==> src/rtl/srv_constant.sv <==
// Shared constants and FSM encodings for the srv BIU.
// AXI attribute values and the non-cacheable fetch FSM states.
package srv_constant;
  localparam logic [1:0] AXI_BURST_INCR = 2'b01;
  localparam logic [2:0] AXI_SIZE_8B    = 3'b011;
  localparam logic [2:0] AXI_PROT_INSTR = 3'b100;
  localparam logic [7:0] AXI_LEN_1      = 8'd0;
  localparam logic [3:0] AXI_CACHE_DEV  = 4'b0000;

  typedef enum logic [1:0] {
    NC_IDLE = 2'd0,
    NC_AR   = 2'd1,
    NC_R    = 2'd2,
    NC_RESP = 2'd3
  } nc_state_e;
endpackage

==> src/rtl/srv_parameter.sv <==
// Shared build parameters for the srv core.
// AXI ID width used by every BIU master port.
package srv_parameter;
  localparam int AXI_IW = 4;
endpackage

==> src/rtl/srv_biu_ifu_nc.sv <==
// BIU responder for IFU non-cacheable fetches.
// Each command becomes one single-beat AXI4 read.
module srv_biu_ifu_nc
  import srv_parameter::*;
  import srv_constant::*;
#(
  parameter logic [AXI_IW-1:0] NC_ARID = '0
) (
  input  logic              clk,
  input  logic              reset_n,
  input  logic              ifu_biu_nc_cmd_valid,
  output logic              ifu_biu_nc_cmd_ready,
  input  logic [31:0]       ifu_biu_nc_cmd_addr,
  output logic              ifu_biu_nc_resp_valid,
  input  logic              ifu_biu_nc_resp_ready,
  output logic [63:0]       ifu_biu_nc_resp_rdata,
  output logic              ifu_biu_nc_resp_err,
  output logic [AXI_IW-1:0] biu_nc_arid,
  output logic [31:0]       biu_nc_araddr,
  output logic [7:0]        biu_nc_arlen,
  output logic [2:0]        biu_nc_arsize,
  output logic [1:0]        biu_nc_arburst,
  output logic              biu_nc_arlock,
  output logic [3:0]        biu_nc_arcache,
  output logic [2:0]        biu_nc_arprot,
  output logic              biu_nc_arvalid,
  input  logic              biu_nc_arready,
  input  logic [AXI_IW-1:0] biu_nc_rid,
  input  logic [63:0]       biu_nc_rdata,
  input  logic [1:0]        biu_nc_rresp,
  input  logic              biu_nc_rlast,
  input  logic              biu_nc_rvalid,
  output logic              biu_nc_rready
);

  nc_state_e   state_q, state_d;
  logic [31:3] addr_q, addr_d;
  logic [63:0] rdata_q, rdata_d;
  logic        err_q, err_d;

  always_comb begin
    state_d = state_q;
    addr_d  = addr_q;
    rdata_d = rdata_q;
    err_d   = err_q;
    unique case (state_q)
      NC_IDLE: begin
        if (ifu_biu_nc_cmd_valid) begin
          addr_d  = ifu_biu_nc_cmd_addr[31:3];
          state_d = NC_AR;
        end
      end
      NC_AR: begin
        if (biu_nc_arready) state_d = NC_R;
      end
      NC_R: begin
        if (biu_nc_rvalid) begin
          rdata_d = biu_nc_rdata;
          // SLVERR and DECERR both have bit 1 set
          err_d   = biu_nc_rresp[1];
          state_d = NC_RESP;
        end
      end
      NC_RESP: begin
        if (ifu_biu_nc_resp_ready) state_d = NC_IDLE;
      end
      default: state_d = NC_IDLE;
    endcase
  end

  always_ff @(posedge clk or negedge reset_n) begin
    if (!reset_n) begin
      state_q <= NC_IDLE;
      addr_q  <= '0;
      rdata_q <= '0;
      err_q   <= 1'b0;
    end else begin
      state_q <= state_d;
      addr_q  <= addr_d;
      rdata_q <= rdata_d;
      err_q   <= err_d;
    end
  end

  assign ifu_biu_nc_cmd_ready  = (state_q == NC_IDLE);
  assign biu_nc_arvalid        = (state_q == NC_AR);
  assign biu_nc_rready         = (state_q == NC_R);
  assign ifu_biu_nc_resp_valid = (state_q == NC_RESP);
  assign ifu_biu_nc_resp_rdata = rdata_q;
  assign ifu_biu_nc_resp_err   = err_q;

  assign biu_nc_araddr  = {addr_q, 3'b000};
  assign biu_nc_arid    = NC_ARID;
  assign biu_nc_arlen   = AXI_LEN_1;
  assign biu_nc_arsize  = AXI_SIZE_8B;
  assign biu_nc_arburst = AXI_BURST_INCR;
  assign biu_nc_arlock  = 1'b0;
  assign biu_nc_arcache = AXI_CACHE_DEV;
  assign biu_nc_arprot  = AXI_PROT_INSTR;

  logic unused_ok;
  assign unused_ok = ^{biu_nc_rid, biu_nc_rlast, biu_nc_rresp[0]};

endmodule

==> config.mk <==
export PLATFORM = sky130hd
export DESIGN_NAME = srv_biu_ifu_nc
export DESIGN_NICKNAME = d
export VERILOG_FILES = /design/src/rtl/srv_constant.sv /design/src/rtl/srv_parameter.sv /design/src/rtl/srv_biu_ifu_nc.sv
export SDC_FILE = /design/constraint.sdc
export NUM_CORES = 1
export LEC_CHECK = 0
export BUFFER_PORTS_ARGS = -buffer_cell sky130_fd_sc_hd__buf_2
export CORE_ASPECT_RATIO = 0.75
export CORE_UTILIZATION = 25
export CTS_CLUSTER_DIAMETER = 100
export DETAILED_ROUTE_END_ITERATION = 10
export GPL_TIMING_DRIVEN = 0
export MAX_ROUTING_LAYER = met4
export SYNTH_ARGS = -nofsm -noshare
export SYNTH_HDL_FRONTEND = slang
export SYNTH_SLANG_ARGS = --single-unit
==> constraint.sdc <==
create_clock -name clk -period 1.8 [get_ports clk]
set_input_delay 0.36 -clock clk [delete_from_list [all_inputs] [get_ports clk]]
set_output_delay 0.36 -clock clk [all_outputs]
set_load 0.05 [all_outputs]
# Word level (Yosys, flattened, before mapping)
# Index checks and enable logic that the tools add are counted.
[word_totals]
register_bits = 96
elab_cells = 20
out_inout_bits = 126
[classes]
muxes = 5
n_eq_ne = 7
n_reduce_logical = 4
[op_table]
columns = ["operator", "n"]
rows = [
  ["2-bit two-way mux", 4],
  ["2-bit case mux with 4 select lines", 1],
  ["2-bit == test, second input constant", 2],
  ["2-bit by 1-bit inequality test with 1-bit output, second input constant", 2],
  ["2-bit inequality test, second input constant", 2],
  ["2-bit AND reduction", 2],
  ["4-bit AND reduction", 1],
  ["2-bit by 1-bit == test with 1-bit output, second input constant", 1],
  ["2-bit logical NOT", 1],
]

# Longest topological paths before layout
# Gate-level depths: netlist (run 1).
[depth]
word_depth = 3
mapped_depth = 6
ltp_nobuf = 5

# Worst setup path before layout (run 1)
# No wires, ideal clock.
[synth_path]
kind = "register -> register"
from = "register state_q[0]"
to = "register rdata_q[13] (netlist: ifu_biu_nc_resp_rdata[13])"
path_buffers = 2
slack_ps = -77
t_required_ps = 1672
path_stages_with_launch = 7
setup_time_ps = 128
arrival_time_ps = 1750
path_cell_list = "dfrtp_1 inv_1 ha_1 nand2_1 buf_6 buf_6 mux2_1"
[synth_via]
elab_chain_cells = 2
[synth_lines]
columns = ["item", "line", "rtl"]
rows = [
  ["from (decl)", "srv_biu_ifu_nc.sv:36", "nc_state_e state_q, state_d;"],
  ["from (signal assigned)", "srv_biu_ifu_nc.sv:78", "state_q <= state_d;"],
  ["2-bit == test", "-", ""],
  ["net biu_nc_rready", "srv_biu_ifu_nc.sv:33", "output logic biu_nc_rready"],
  ["2-bit AND reduction (no source line)", "-", ""],
  ["to (signal assigned)", "srv_biu_ifu_nc.sv:80", "rdata_q <= rdata_d;"],
  ["to (decl)", "srv_biu_ifu_nc.sv:38", "logic [63:0] rdata_q, rdata_d;"],
]
# The timed path passes the listed nets, and every way through them passes these cells.
# A chain may end at the register's enable or synchronous reset.

# Worst setup path in the final report (run 1)
[layout_path]
from = "register state_q[0]"
to = "output ifu_biu_nc_cmd_ready"
[layout_via]
elab_chain_cells = 1
[layout_lines]
columns = ["item", "line", "rtl"]
rows = [
  ["2-bit logical NOT", "srv_biu_ifu_nc.sv:85", "assign ifu_biu_nc_cmd_ready = (state_q == NC_IDLE);"],
  ["to (decl)", "srv_biu_ifu_nc.sv:12", "output logic ifu_biu_nc_cmd_ready,"],
]
# No other way between the ends.

==> results of run 1 <==
==> cells by family after synthesis <==
| family | count (synthesis) | share of synthesized area, % |
|---|---|---|
| muxes | 96 | 27.5 |
| DFF | 96 | 61.1 |
| buffers and inverters | 41 | 7.93 |
| and+or+nand+nor | 6 | 0.955 |
| adders and majority gates | 5 | 1.59 |
| other | 2 | 0.191 |
| AOI/OAI and AO/OA | 1 | 0.701 |
==> Yosys cell counts <==
cell / instances
sky130_fd_sc_hd__nor2b_4: 1
sky130_fd_sc_hd__mux2_2: 90
sky130_fd_sc_hd__mux2i_1: 1
sky130_fd_sc_hd__nor2b_1: 2
sky130_fd_sc_hd__inv_1: 3
sky130_fd_sc_hd__dfrtp_1: 96
sky130_fd_sc_hd__mux2_1: 5
sky130_fd_sc_hd__buf_2: 3
sky130_fd_sc_hd__nand2_1: 2
sky130_fd_sc_hd__a2111oi_4: 1
sky130_fd_sc_hd__buf_4: 29
sky130_fd_sc_hd__nor2_1: 1
sky130_fd_sc_hd__ha_1: 5
sky130_fd_sc_hd__conb_1: 2
sky130_fd_sc_hd__buf_6: 6
==> registers in the layout, indices dropped and copies added, names as in the netlist <==
name and count:
addr_q 29, ifu_biu_nc_resp_err 1, ifu_biu_nc_resp_rdata 64, state_q 2
==> metal layers <==
metal / global-route usage [%] / vias up / share of wire, %
met5: - / - / 0
met4: 4.17 / 0 / 1.4
met3: 4.67 / 9 / 9.1
met2: 17.6 / 139 / 47
met1: 13.7 / 1259 / 43
li1: - / 1263 / -
==> path summary, 6_finish.rpt <==
kind                                           start                        end  slack (ns)  cells after the start
setup / recovery                          state_q[0]       ifu_biu_nc_cmd_ready        0.11                      3
hold / removal                               reset_n  ifu_biu_nc_resp_rdata[54]        0.02                      1
setup reg to reg                          state_q[0]                 state_q[1]        0.14                      5
hold reg to reg            ifu_biu_nc_resp_rdata[15]  ifu_biu_nc_resp_rdata[15]        0.49                      1
max in group asynchronous                    reset_n                 addr_q[13]        1.12                      2
min in group clk                    biu_nc_rdata[15]  ifu_biu_nc_resp_rdata[15]        0.23                      2
==> worst reg2reg max path: cells and delay by family, from the launching register on <==
family / cells / cell delay (ns)
multiplexers: 1 / 0.36
flip-flops: 1 / 0.37
adder cells (fa/ha/maj): 1 / 0.22
buffers and inverters: 1 / 0.10
AND/OR/NAND/NOR: 1 / 0.13
AO/OA/AOI/OAI: 1 / 0.36
==> through the flow <==
stage	utilization (%)	setup TNS (ns)	hold WS, ns	instances
detailed placement	34.7	0	0.427	676
global route	36.6	0	0.0701	692
floorplan	-	0	0.0644	273
CTS	36.6	0	0.0505	692
finish	36.6	0	0.0221	692
global placement	34.5	-57.33	0.476	675
==> final cells by class <==
type / instances / area share (%)
clock buffer: 11 / 4.34
timing repair buffer: 198 / 18.3
buffer: 37 / 5.28
sequential: 96 / 43.0
clock inverter: 5 / 0.739
multi-input combinational: 136 / 23.6
antenna: 1 / 0.0448
tap: 205 / 4.59
inverter: 3 / 0.201
==> placed cells by master (no fill, tap or decap) <==
cell type	netlist	final
sky130_fd_sc_hd__buf_4	29	31
sky130_fd_sc_hd__mux2_1	5	5
sky130_fd_sc_hd__a2111oi_4	1	1
sky130_fd_sc_hd__buf_6	6	6
sky130_fd_sc_hd__mux2_2	90	90
sky130_fd_sc_hd__ha_2	0	2
sky130_fd_sc_hd__ha_1	5	3
sky130_fd_sc_hd__inv_6	0	1
sky130_fd_sc_hd__clkinv_4	0	2
sky130_fd_sc_hd__clkbuf_4	0	1
sky130_fd_sc_hd__clkbuf_1	0	1
sky130_fd_sc_hd__conb_1	2	28
sky130_fd_sc_hd__nor2b_1	2	2
sky130_fd_sc_hd__dfrtp_1	96	96
sky130_fd_sc_hd__buf_2	3	196
sky130_fd_sc_hd__nor2_1	1	1
sky130_fd_sc_hd__clkbuf_16	0	9
sky130_fd_sc_hd__inv_1	3	3
sky130_fd_sc_hd__buf_16	0	1
sky130_fd_sc_hd__diode_2	0	1
sky130_fd_sc_hd__clkbuf_8	0	1
sky130_fd_sc_hd__mux2i_1	1	1
sky130_fd_sc_hd__clkinvlp_4	0	2
sky130_fd_sc_hd__nand2_1	2	2
sky130_fd_sc_hd__nor2b_4	1	1
==> what timing repair did <==
action | in CTS | in global routing
resized for setup | 0 | 3
hold buffers | 0 | 0
endpoints found under the setup margin | 0 | 10
==> results.env, run 1 <==
DIE-HEIGHT_UM=111
FINALMAXSLEWVIOLATIONS=0
DRIVE_GT1_SHARE_PCT=70.8
CRITICAL_PATH.STARTPOINT_TYPE='flop'
CTS.CLK_SLEW.WORST_PATHS_NS=0.06
LAYOUT_CELL_AREA_EXCL_FILL_UM2=5590
INITIAL_ANTENNA_VIOLATION_COUNT=1
DRT-PASS1-ITER-COUNT=4
CTS_TREE='built'
WORSTPATHREQUIRED_NS=1.44
NUMCLOCKSINKS=96
DETAIL_ROUTE.VIAS_PER_CELL=3.86
GLOBALPLACE.CONGESTION=0.736
CTS_ROOT_BUFFER='sky130_fd_sc_hd__clkbuf_16'
GRT_START_MAX_NET_PINS=52
CRIT_PATH_MAX_DELAY_CELL_TYPE='sky130_fd_sc_hd__dfrtp_1'
END_KIND='output port'
VIAS=2670
YS_TOP_CELLS_BY_AREA='sky130_fd_sc_hd__dfrtp_1 61%, sky130_fd_sc_hd__mux2_2 26%, sky130_fd_sc_hd__buf_4 5.5%'
NETLIST_INSTANCES=247
POST_CTS.REPAIR.SETUP_BUFFERS=0
DPL_CELL_AREA_UM2=5300
FINAL.PERIOD_UTILIZATION_PCT=94.1
CRIT_TYPE='reg -> out'
FINALNETCOUNT=595
PIN_COUNT=235
CP.ARRIVAL_NS=1.33
SYNTH.LARGEST_AREA_CELL='sky130_fd_sc_hd__dfrtp_1'
DIE-WIDTH_UM=147
FINAL_PERIOD_DEMAND_OF_THE_WORST_PATH_NS=1.69
FINAL-SEQ-AREA_UM2=2400
ROUTE.ANTENNA.REMAINING_NETS=0
TIMING_HOLD_VIOLATIONS_FINAL=0
VIA_COUNT_OF_THE_FIRST_GLOBAL_ROUTING_PASS=2798
FINAL.FILL_COUNT=1498
PLACEMENT.IO_BUFFERS=197
DRCVIOLATIONCOUNT=0
WORST_SKEW_PAIR.LATE_LATENCY_NS=0.34
TOTALWIRELENGTH_UM=8670
GROUTE.USAGE.OVERALL_PCT=11.6
SYNTH-SEQ-CELLS=96
GRT-OVFL-TOTAL=0
AVERAGE_CELL_AREA_AFTER_SYNTHESIS_UM2=15.9
AREA_OF_THE_MULTI_INPUT_GATES_UM2=1320
SYNTH.YOSYS.WARNINGS=0
CLOCK_TREE.BUFFER_DEPTH=2
SETUP_VIOLATIONS=0
MAX_SLEW.WORST_PIN.SLEW_NS=0.615
WORST_CLOCK_SKEW_NS=0.00230
CRIT_FAMILY='flip-flops'
ACHIEVABLE-FREQUENCY_GHz=0.591
RUN_STATUS='complete, no violations'
START_UTIL_PCT=25.7
SETUP_REPAIR_AFTER_GLOBAL_ROUTING_MISSED_ITS_MARGIN='false'
DISTINCT_CELL_TYPE_COUNT_OF_THE_SYNTHESIZED_NETLIST=15
CRITICAL_PATH.MAX_STAGE_DELAY_NS=0.40
GRT_PASS1_WL_UM=14000
HTREE_NUM_LEVELS=3
CRITPATHMAXFANOUT=4
INITIALDRTVIOLATIONCOUNT=43
MAXCAPVIOLATIONS=0
AVGROUTEDWIREPERCELL_UM=12.5
YS_SEQ_AREA_SHARE_PCT=61.1
DP_WORST_SETUP_SLACK_NS=0.0889
SYN-CELL-AREA_UM2=3930
HOLD_PATH_CLASS='in -> async'
CRIT_CHAIN='inv_1 -> ha_2 -> buf_2'
CTS_BUFFERS=9
TIMING.CRITICAL_PATH.BUF_INV=2
DP_HPWL_UM=6850
YOSYS.AREA.TOP_TYPE_SHARE_PCT=61.1
POSTLAYOUTSETUPSLACKWORST_NS=0.107
DIE-AREA_UM2=16200
CORE_AREA_UM2=15300
FP-ROW-COUNT=39
AREAGROWTHSYNTHTOFINISH_PCT=42.3
SLEW_HEADROOM_PCT=59.0
Power of run 1 is left out: the tool's default activity adds up to more than one toggle a clock period on the data nets, which glitch-free logic cannot reach.
==> run 2, diff against run 1 <==
Settings changed: ABC_AREA from default to 1.
==> results.env, run 2 <==
ROUTE.ANTENNA.REMAINING_NETS=0
M3_GR_USAGE_PCT=4.64
DIE-HEIGHT_UM=114
NETSWITCHINGPOWER_mW=6.87
MAX_SLEW.WORST_PIN.SLEW_NS=0.630
HTREE_NUM_LEVELS=3
DIE-WIDTH_UM=151
AREAGROWTHSYNTHTOFINISH_PCT=41.2
SLEW_HEADROOM_PCT=58.0
CTS_ROOT_BUFFER='sky130_fd_sc_hd__clkbuf_16'
WORST_SKEW_PAIR.LATE_LATENCY_NS=0.34
START_UTIL_PCT=25.8
GRT_PASS1_WL_UM=17500
PEAKVDDDROP_V=0.00106
FINALNETCOUNT=814
INITIALDRTVIOLATIONCOUNT=173
LARGEST_REGISTER_FF_COUNT=64
CRIT_PATH_MAX_DELAY_CELL_TYPE='sky130_fd_sc_hd__dfrtp_1'
GROUTE.USAGE.OVERALL_PCT=13.7
DETAIL_ROUTE.VIAS_PER_CELL=4.11
RUN_STATUS='complete, no violations'
CTS.CLK_SLEW.WORST_PATHS_NS=0.07
GRT-OVFL-TOTAL=0
AVGROUTEDWIREPERCELL_UM=12.4
SYNTH.LARGEST_AREA_CELL='sky130_fd_sc_hd__dfrtp_1'
PWR-SHARE-CLK_PCT=16.2
LAYOUT_CELL_AREA_EXCL_FILL_UM2=5890
MOST_USED_CELLS_IN_THE_LAYOUT_EXCLUDING_FILL_AND_TAP_CELLS='202 x sky130_fd_sc_hd__buf_2, 200 x sky130_fd_sc_hd__nand2_1, 96 x sky130_fd_sc_hd__dfrtp_1'
DIE-AREA_UM2=17200
SYNTH.YOSYS.WARNINGS=0
FINAL.PERIOD_UTILIZATION_PCT=97.0
GLOBALPLACE.CONGESTION=0.756
YS_TOP_CELLS_BY_AREA='sky130_fd_sc_hd__dfrtp_1 58%, sky130_fd_sc_hd__nand2_1 18%, sky130_fd_sc_hd__nand3_1 11%'
AVERAGE_CELL_AREA_AFTER_SYNTHESIS_UM2=8.96
PLACEMENT.IO_BUFFERS=197
LAYOUT.CELLS.MOST_COMMON='sky130_fd_sc_hd__buf_2'
P_SEQ_SHARE_PCT=28.4
INITIAL_ANTENNA_VIOLATION_COUNT=0
CRIT_TYPE='reg -> out'
VIAS=3758
CTS_TREE='built'
LEAKAGEPOWER_nW=3.49
SETUP_REPAIR_AFTER_GLOBAL_ROUTING_MISSED_ITS_MARGIN='true'
SYNTHARSTFLOPSHARE_PCT=100
SYN-CELL-AREA_UM2=4170
GRT-BUSIEST-LAYER='met2'
PIN_COUNT=235
WORST_CLOCK_SKEW_NS=0.00840
CLOCK_TREE.BUFFER_DEPTH=2
DP_WORST_SETUP_SLACK_NS=0.190
GRT.MET1_USAGE_PCT=17.7
POSTLAYOUTSETUPSLACKWORST_NS=0.0544
N_ANTENNA_CELL=0
DRCVIOLATIONCOUNT=0
DP_HPWL_UM=8500
END_KIND='output port'
COMB_POWER_SHARE_PCT=55.4
NETLIST_INSTANCES=465
TIMING_HOLD_VIOLATIONS_FINAL=0
CRITPATHMAXFANOUT=6
SYNTH-MAIN-FF-CELL='sky130_fd_sc_hd__dfrtp_1'
FINALMAXSLEWVIOLATIONS=0
CP.ARRIVAL_NS=1.39
CTS_HOLD_REPAIR.BUFFERS=0
SYNTH_EDF_COUNT=0
MAXCAPVIOLATIONS=0
NUMCLOCKSINKS=96
INTPOWER_mW=6.07
GLOBAL_ROUTE.USAGE.MET2_PCT=20.2
POWER_PER_CELL_AREA_nW_PER_UM2=2200
CRITICAL_PATH.STARTPOINT_TYPE='flop'
SYNTH.CELLS.MOST_FREQUENT='200 x sky130_fd_sc_hd__nand2_1, 96 x sky130_fd_sc_hd__dfrtp_1, 94 x sky130_fd_sc_hd__nand3_1'
CORE_AREA_UM2=16200
TOTALWIRELENGTH_UM=11300
DPL_CELL_AREA_UM2=5540
FINAL_PERIOD_DEMAND_OF_THE_WORST_PATH_NS=1.75
SYNTH-SEQ-CELLS=96
YOSYSMOSTFREQUENTCELL='sky130_fd_sc_hd__nand2_1'
DRT-PASS1-ITER-COUNT=4
GRT_START_MAX_NET_PINS=52
CRITICAL_PATH.MAX_STAGE_DELAY_NS=0.42
SWITCHING_SHARE_PCT=53.1
VIA_COUNT_OF_THE_FIRST_GLOBAL_ROUTING_PASS=3440
FP-ROW-COUNT=40
SETUP_VIOLATIONS=0
CRIT_CHAIN='inv_1 -> ha_2 -> buf_4'
CTS_BUFFERS=9
YOSYS.AREA.TOP_TYPE_SHARE_PCT=57.6
DISTINCT_CELL_TYPE_COUNT_OF_THE_SYNTHESIZED_NETLIST=12
ACHIEVABLE-FREQUENCY_GHz=0.573
WORSTPATHREQUIRED_NS=1.44
YS_SEQ_AREA_SHARE_PCT=57.6
DRIVE_GT1_SHARE_PCT=38.9
HOLD_PATH_CLASS='in -> async'
-- run 2: area by class of cell --
type,count,area [um^2]
Fill cell,1691,10300
Sequential cell,96,2400
Multi-Input combinational cell,331,1410
Timing Repair Buffer,198,1020
Buffer,58,432
Tap cell,210,263
Clock buffer,11,253
Clock inverter,4,77.6
Inverter,6,22.5
-- run 2: power groups by stage --
stage               logic, mW  registers (mW)  clock network (mW)
floorplan                2.01            7.08                   0
global placement         7.14            3.69                   0
detailed placement       7.21            3.69                   0
CTS                      7.22            3.68                2.19
global route             7.66            3.81                2.27
finish                   7.16            3.68                2.09
-- run 2: what timing repair did --
action,4_1_cts,5_1_grt
resized for setup,3,2
endpoints found under the setup margin,2,3
setup buffers,0,0
hold endpoints to repair,0,0
-- run 2: path summary, 6_finish.rpt --
check / from / cells after the start / slack, ns / endpoint
worst min register to register: ifu_biu_nc_resp_rdata[7] / 2 / 0.47 / ifu_biu_nc_resp_rdata[7]
max in group asynchronous: reset_n / 2 / 1.09 / state_q[0]
worst max-delay path: state_q[0] / 3 / 0.05 / biu_nc_rready
worst min-delay path: reset_n / 1 / 0.03 / ifu_biu_nc_resp_rdata[20]
worst max register to register: state_q[0] / 6 / 0.30 / ifu_biu_nc_resp_rdata[20]
min in group clk: ifu_biu_nc_cmd_addr[25] / 3 / 0.25 / addr_q[25]
-- run 2: through the flow --
step	std cells	TNS (ns)	power [mW]	util [%]	hold slack, ns
2_1_floorplan	491	0	9.10	-	0.0644
3_3_place_gp	898	-65.66	10.8	34.1	0.450
3_5_place_dp	899	0	10.9	34.3	0.421
4_1_cts	914	0	13.1	36.4	0.0420
5_1_grt	914	-0.0444	13.7	36.4	0.0676
6_report	914	0	12.9	36.4	0.0306
-- run 2: critical path: cells and delay by family, from the launching register on --
kind,cells,cell delay (ns)
DFF,1,0.42
buffers and inverters,2,0.35
adders and majority gates,1,0.27
-- run 2: logic make-up after synthesis --
group,after synthesis,share of synthesized area [%]
AO/OA/AOI/OAI,2,0.240
adder cells (fa/ha/maj),5,1.50
buffers and inverters,64,10.9
flip-flops,96,57.6
other,2,0.180
AND/OR/NAND/NOR,296,29.5
-- run 2: per-layer routing --
| metal | wire, um | part of all wire [%] | up-vias |
|---|---|---|---|
| met5 | 0 | 0 | - |
| met4 | 115 | 1.0 | 0 |
| met3 | 988 | 8.7 | 9 |
| met2 | 4820 | 43 | 159 |
| met1 | 5410 | 48 | 1703 |
| li1 | - | - | 1887 |
No activity file was read; power rests on OpenSTA's default activity.
